`src/rtl/controler_pkg.sv`:
```
// Shared types and limits for the matched-delay handshake controller.
package controler_pkg;

  typedef enum logic [1:0] {
    IDLE  = 2'd0,
    COUNT = 2'd1,
    REQ   = 2'd2
  } state_t;

  localparam int unsigned MAX_DELAY = 255;

  // A DELAY of 0 still needs a one-bit counter.
  function automatic int unsigned cnt_width(input int unsigned delay);
    return (delay < 1) ? 1 : $clog2(delay + 1);
  endfunction

endpackage

```
`src/rtl/controler_edge_det.sv`:
```
// Registered rising-edge detector; an input already high out of reset is
// not reported until it has been sampled low once.
module controler_edge_det (
  input  logic clk_i,
  input  logic rst_ni,
  input  logic d_i,
  output logic edge_o
);

  logic r_prev;
  logic r_armed;

  always_ff @(posedge clk_i or negedge rst_ni) begin
    if (!rst_ni) begin
      r_prev  <= 1'b0;
      r_armed <= 1'b0;
    end else begin
      r_prev <= d_i;
      if (!d_i) r_armed <= 1'b1;
    end
  end

  assign edge_o = d_i & ~r_prev & r_armed;

endmodule

```
`src/rtl/controler.sv`:
```
// Matched-delay handshake stage: capture a token, wait DELAY cycles, request
// downstream. Optional one-deep token buffer under CONTROLER_PENDING_EN.
//
// state | meaning
// IDLE  | empty, waiting for an upstream request edge
// COUNT | token held, delay counter running down
// REQ   | req_out_o high, waiting for downstream acknowledge edge
module controler
  import controler_pkg::*;
#(
  parameter int unsigned DELAY = 10
) (
  input  logic clk_i,
  input  logic rst_ni,
  input  logic req_in_i,
  input  logic ack_out_i,
  output logic req_out_o,
  output logic ack_in_o
);

  localparam int unsigned CW = cnt_width(DELAY);
  localparam logic [CW-1:0] LOAD = CW'(DELAY);

  state_t        r_state;
  state_t        w_state_nxt;
  logic [CW-1:0] r_cnt;
  logic [CW-1:0] w_cnt_nxt;
  logic          r_ack_in;
  logic          w_ack_nxt;
  logic          w_req_edge;
  logic          w_ack_edge;
  logic          w_accept;

  controler_edge_det u_req_edge (
    .clk_i  (clk_i),
    .rst_ni (rst_ni),
    .d_i    (req_in_i),
    .edge_o (w_req_edge)
  );

  controler_edge_det u_ack_edge (
    .clk_i  (clk_i),
    .rst_ni (rst_ni),
    .d_i    (ack_out_i),
    .edge_o (w_ack_edge)
  );

`ifdef CONTROLER_PENDING_EN
  logic r_pend;
  logic w_pend_nxt;

  always_ff @(posedge clk_i or negedge rst_ni) begin
    if (!rst_ni) r_pend <= 1'b0;
    else         r_pend <= w_pend_nxt;
  end
`endif

  always_ff @(posedge clk_i or negedge rst_ni) begin
    if (!rst_ni) begin
      r_state  <= IDLE;
      r_cnt    <= '0;
      r_ack_in <= 1'b0;
    end else begin
      r_state  <= w_state_nxt;
      r_cnt    <= w_cnt_nxt;
      r_ack_in <= w_ack_nxt;
    end
  end

  always_comb begin
    w_state_nxt = r_state;
    w_cnt_nxt   = r_cnt;
    w_ack_nxt   = 1'b0;
    w_accept    = 1'b0;
`ifdef CONTROLER_PENDING_EN
    w_pend_nxt  = r_pend;
`endif
    case (r_state)
      IDLE: begin
        if (w_req_edge) w_accept = 1'b1;
      end
      COUNT: begin
        if (r_cnt == '0) w_state_nxt = REQ;
        else             w_cnt_nxt   = r_cnt - CW'(1);
`ifdef CONTROLER_PENDING_EN
        if (w_req_edge) w_pend_nxt = 1'b1;
`endif
      end
      REQ: begin
`ifdef CONTROLER_PENDING_EN
        if (w_ack_edge) begin
          // One token leaves now; if both a stored and a fresh one exist, keep the other.
          if (w_req_edge || r_pend) w_accept = 1'b1;
          else                      w_state_nxt = IDLE;
          w_pend_nxt = r_pend & w_req_edge;
        end else if (w_req_edge) begin
          w_pend_nxt = 1'b1;
        end
`else
        if (w_ack_edge) begin
          if (w_req_edge) w_accept = 1'b1;
          else            w_state_nxt = IDLE;
        end
`endif
      end
      default: w_state_nxt = IDLE;
    endcase

    if (w_accept) begin
      w_state_nxt = COUNT;
      w_cnt_nxt   = LOAD;
      w_ack_nxt   = 1'b1;
    end
  end

  assign req_out_o = (r_state == REQ);
  assign ack_in_o  = r_ack_in;

endmodule

```
`config.mk`:
```
export PLATFORM = sky130hd
export DESIGN_NAME = controler
export DESIGN_NICKNAME = d
export VERILOG_FILES = /design/src/rtl/controler_pkg.sv /design/src/rtl/controler_edge_det.sv /design/src/rtl/controler.sv
export SDC_FILE = /design/constraint.sdc
export NUM_CORES = 1
export LEC_CHECK = 0
export CAP_MARGIN = 20
export CORE_AREA = 2 2 39 41
export CTS_CLUSTER_SIZE = 40
export DETAILED_ROUTE_END_ITERATION = 12
export DIE_AREA = 0 0 41 43
export PLACE_DENSITY_LB_ADDON = 0.12
export REMOVE_ABC_BUFFERS = 1
export SYNTH_ARGS = -nofsm -noshare
export SYNTH_HDL_FRONTEND = slang
export SYNTH_HIERARCHICAL = 1
export SYNTH_SLANG_ARGS = --single-unit
```
`constraint.sdc`:
```
create_clock -name clk_i -period 3.2 [get_ports clk_i]
set_input_delay 0.64 -clock clk_i [delete_from_list [all_inputs] [get_ports clk_i]]
set_output_delay 0.64 -clock clk_i [all_outputs]
set_load 0.005 [all_outputs]
```
==> results.sh <==
export IMPL_finalSetupTns_ps=0
export IMPL_ys_seq_area_frac=0.5656
export IMPL_min_period_ps=1947
export IMPL_synth_area_leaders="dfrtp_1, ha_1, nand2b_1"
export IMPL_critPathKind="reg2out"
export IMPL_async_reset_ff_frac=1.000
export IMPL_synth_flop_cell="dfrtp_1"
export IMPL_grt_total_usage=0.1287
export IMPL_met3_usage=0.04712
export IMPL_antenna_found_initial=0
export IMPL_io_pins=6
export IMPL_die_area_um2=1763
export IMPL_start_util=0.3517
export IMPL_timing_hold_ws_ps=461.3
export IMPL_hpwl_um=624.3
export IMPL_n_antenna_cell=0
export IMPL_yosys_warnings=6
export IMPL_fin_crit_sh=0.6085
export IMPL_drive_above_1_share=0.1176
export IMPL_routabilityCongestion=0.7498
export IMPL_fillerInstances=143
export IMPL_synth_most_common_cell="dfrtp_1"
export IMPL_yosysTopAreaCell="dfrtp_1"
export IMPL_setup_violations=0
export IMPL_fin_nets=58
export IMPL_multi_input_area_um2=200.2
export IMPL_slew_headroom=0.6718
export IMPL_start_kind="flip-flop"
export IMPL_drt_iter0_drc=3
export IMPL_rsz0062_at_grt="false"
export IMPL_htree_num_levels=1
export IMPL_first_pass_iters=2
export IMPL_fmaxAchievable_mhz=513.6
export IMPL_cts_setup_buffers=0
export IMPL_cts_tree="done"
export IMPL_cts_sinks=11
export IMPL_ant_nets=0
export IMPL_grt_overflow=0
export IMPL_met2_usage=0.1844
export IMPL_clock_path_buffers=2
export IMPL_grt_pass1_wl_mm=1.455
export IMPL_seq_area_um2=275.3
export IMPL_core_um2=1384
export IMPL_p_leak_nw=0.2629
export IMPL_first_global_vias=322
export IMPL_cap_violations=0
export IMPL_p_per_area_nw_per_um2=785.8
export IMPL_numCtsBuffers=3
export IMPL_syn_area_um2=486.7
export IMPL_synth_seq_cells=11
export IMPL_synth_top_cell_area_share=0.5656
export IMPL_maxSlewViolCount=0
export IMPL_vdd_drop_max_v=0.0002612
export IMPL_cts_resized=0
export IMPL_routed_wl_um=794
export IMPL_cp_max_fo=5
export IMPL_cts_clk_slew_worst_paths_ps=70
export IMPL_drc=0
export IMPL_avgSynthCellArea_um2=11.59
export IMPL_rows=14
export IMPL_die_width_um=41
export IMPL_avgViaCountPerCell=4.955
export IMPL_port_buffer_count=5
export IMPL_use_met1=0.1667
export IMPL_die_h_um=43
export IMPL_vias=332
export IMPL_cp_arrival_ps=1310
export IMPL_grt_busiest_layer="met2"
export IMPL_cp_end_kind="output pin"
export IMPL_final_hold_viol_count=0
export IMPL_clock_root_buffer="clkbuf_4"
export IMPL_ctsHoldBuffers=0
export IMPL_avgRoutedWirePerCell_um=11.85
export IMPL_syn_inst=42
export IMPL_syn2layout_area_growth_pct=19.79
export IMPL_tightest_slew_ps=490.7
export IMPL_clock_skew_ps=2.293
export IMPL_clock_latency_ps=260
export IMPL_ys_types=20
export IMPL_outcome="complete, no violations"
export IMPL_ys_top_cells_by_count="dfrtp_1, inv_1, nand2b_1, nand3_1, o21ai_0"
export IMPL_min_path_type="reg2reg"
export IMPL_cp_required_ps=2560
export IMPL_grt_max_degree=12
export IMPL_synth_edf_count=0
## state kept, by name (all words and copies together) (netlist names)
register / flops
ack_in_o: 1
r_cnt: 4
r_state: 2
u_ack_edge/r_armed: 1
u_ack_edge/r_prev: 1
u_req_edge/r_armed: 1
u_req_edge/r_prev: 1
## final cells by class
class / instances / area share
Clock buffer: 4 / 0.04506
Inverter: 3 / 0.01931
Multi-Input combinational cell: 28 / 0.3433
Sequential cell: 11 / 0.4721
Tap cell: 16 / 0.03433
Timing Repair Buffer: 5 / 0.08584
## cells in the final DEF (no fill, tap or decap), drive strengths merged
cell type,n
or3b,1
or2b,1
clkdlybuf4s50,5
ha,2
o31a,1
clkbuf,4
nand3,3
inv,3
nand3b,1
or4,1
and2b,1
nor2,2
nor3b,1
a22o,1
dfrtp,11
nand2b,3
nor2b,2
and3b,2
mux2i,1
or3,1
o21ai,3
o22ai,1
## metrics by stage
step                      power [mW]    util  setup WS [ps]  instances  instance area [um^2]
after floorplan               0.3184       -           1771         42                 486.7
after global placement        0.3633  0.4024           1166         63                 556.8
after detailed placement      0.3703  0.4024           1171         63                 556.8
after CTS                     0.4661  0.4213           1240         67                 583.1
after global routing          0.5028  0.4213           1187         67                 583.1
final                         0.4581  0.4213           1253         67                 583.1
## worst max-delay path: stages, from the launching register on
cell,delay (ps)
dfrtp_1,430
nor2b_1,120
clkdlybuf4s50_1,500
## path summary, 6_finish.rpt
path	end	start	cells after the start	slack (ps)
hold / removal	u_req_edge/r_armed$_DFFE_PN0N_	u_req_edge/r_armed$_DFFE_PN0N_	1	460
setup / recovery	req_out_o	r_state[0]$_DFFE_PN0P_	2	1250
min in group asynchronous	u_ack_edge/r_prev$_DFF_PN0_	rst_ni	1	710
max in group asynchronous	r_cnt[2]$_DFFE_PN0P_	rst_ni	1	2160
hold reg to reg	u_req_edge/r_armed$_DFFE_PN0N_	u_req_edge/r_armed$_DFFE_PN0N_	1	460
setup reg to reg	r_cnt[2]$_DFFE_PN0P_	r_cnt[0]$_DFFE_PN0P_	5	1640
## routing by layer
| layer | up-vias | share of wire | routed length, um |
|---|---|---|---|
| met3 | 0 | 0.029 | 23 |
| met5 | - | 0 | 0 |
| met2 | 5 | 0.51 | 403 |
| met4 | 0 | 0 | 0 |
| met1 | 162 | 0.46 | 367 |
| li1 | 165 | - | - |
## where the power goes
part	leakage, nW	internal (mW)	switching, mW	total [mW]
registers	0.126	0.178	0.0302	0.208
clock network	0.0150	0.0481	0.0456	0.0937
logic	0.122	0.0754	0.0809	0.156
total	0.263	0.301	0.157	0.458
## cell families (layout without fill, tap and decap cells)
logic type	Yosys count	count (layout)	share of synthesized area
fa+ha+maj	2	2	0.05141
mux	1	1	0.02057
compound gates	6	6	0.07970
buf+inv	3	12	0.02313
simple gates	19	19	0.2597
flops	11	11	0.5655
Note: power is estimated with default switching activity, not from simulation.
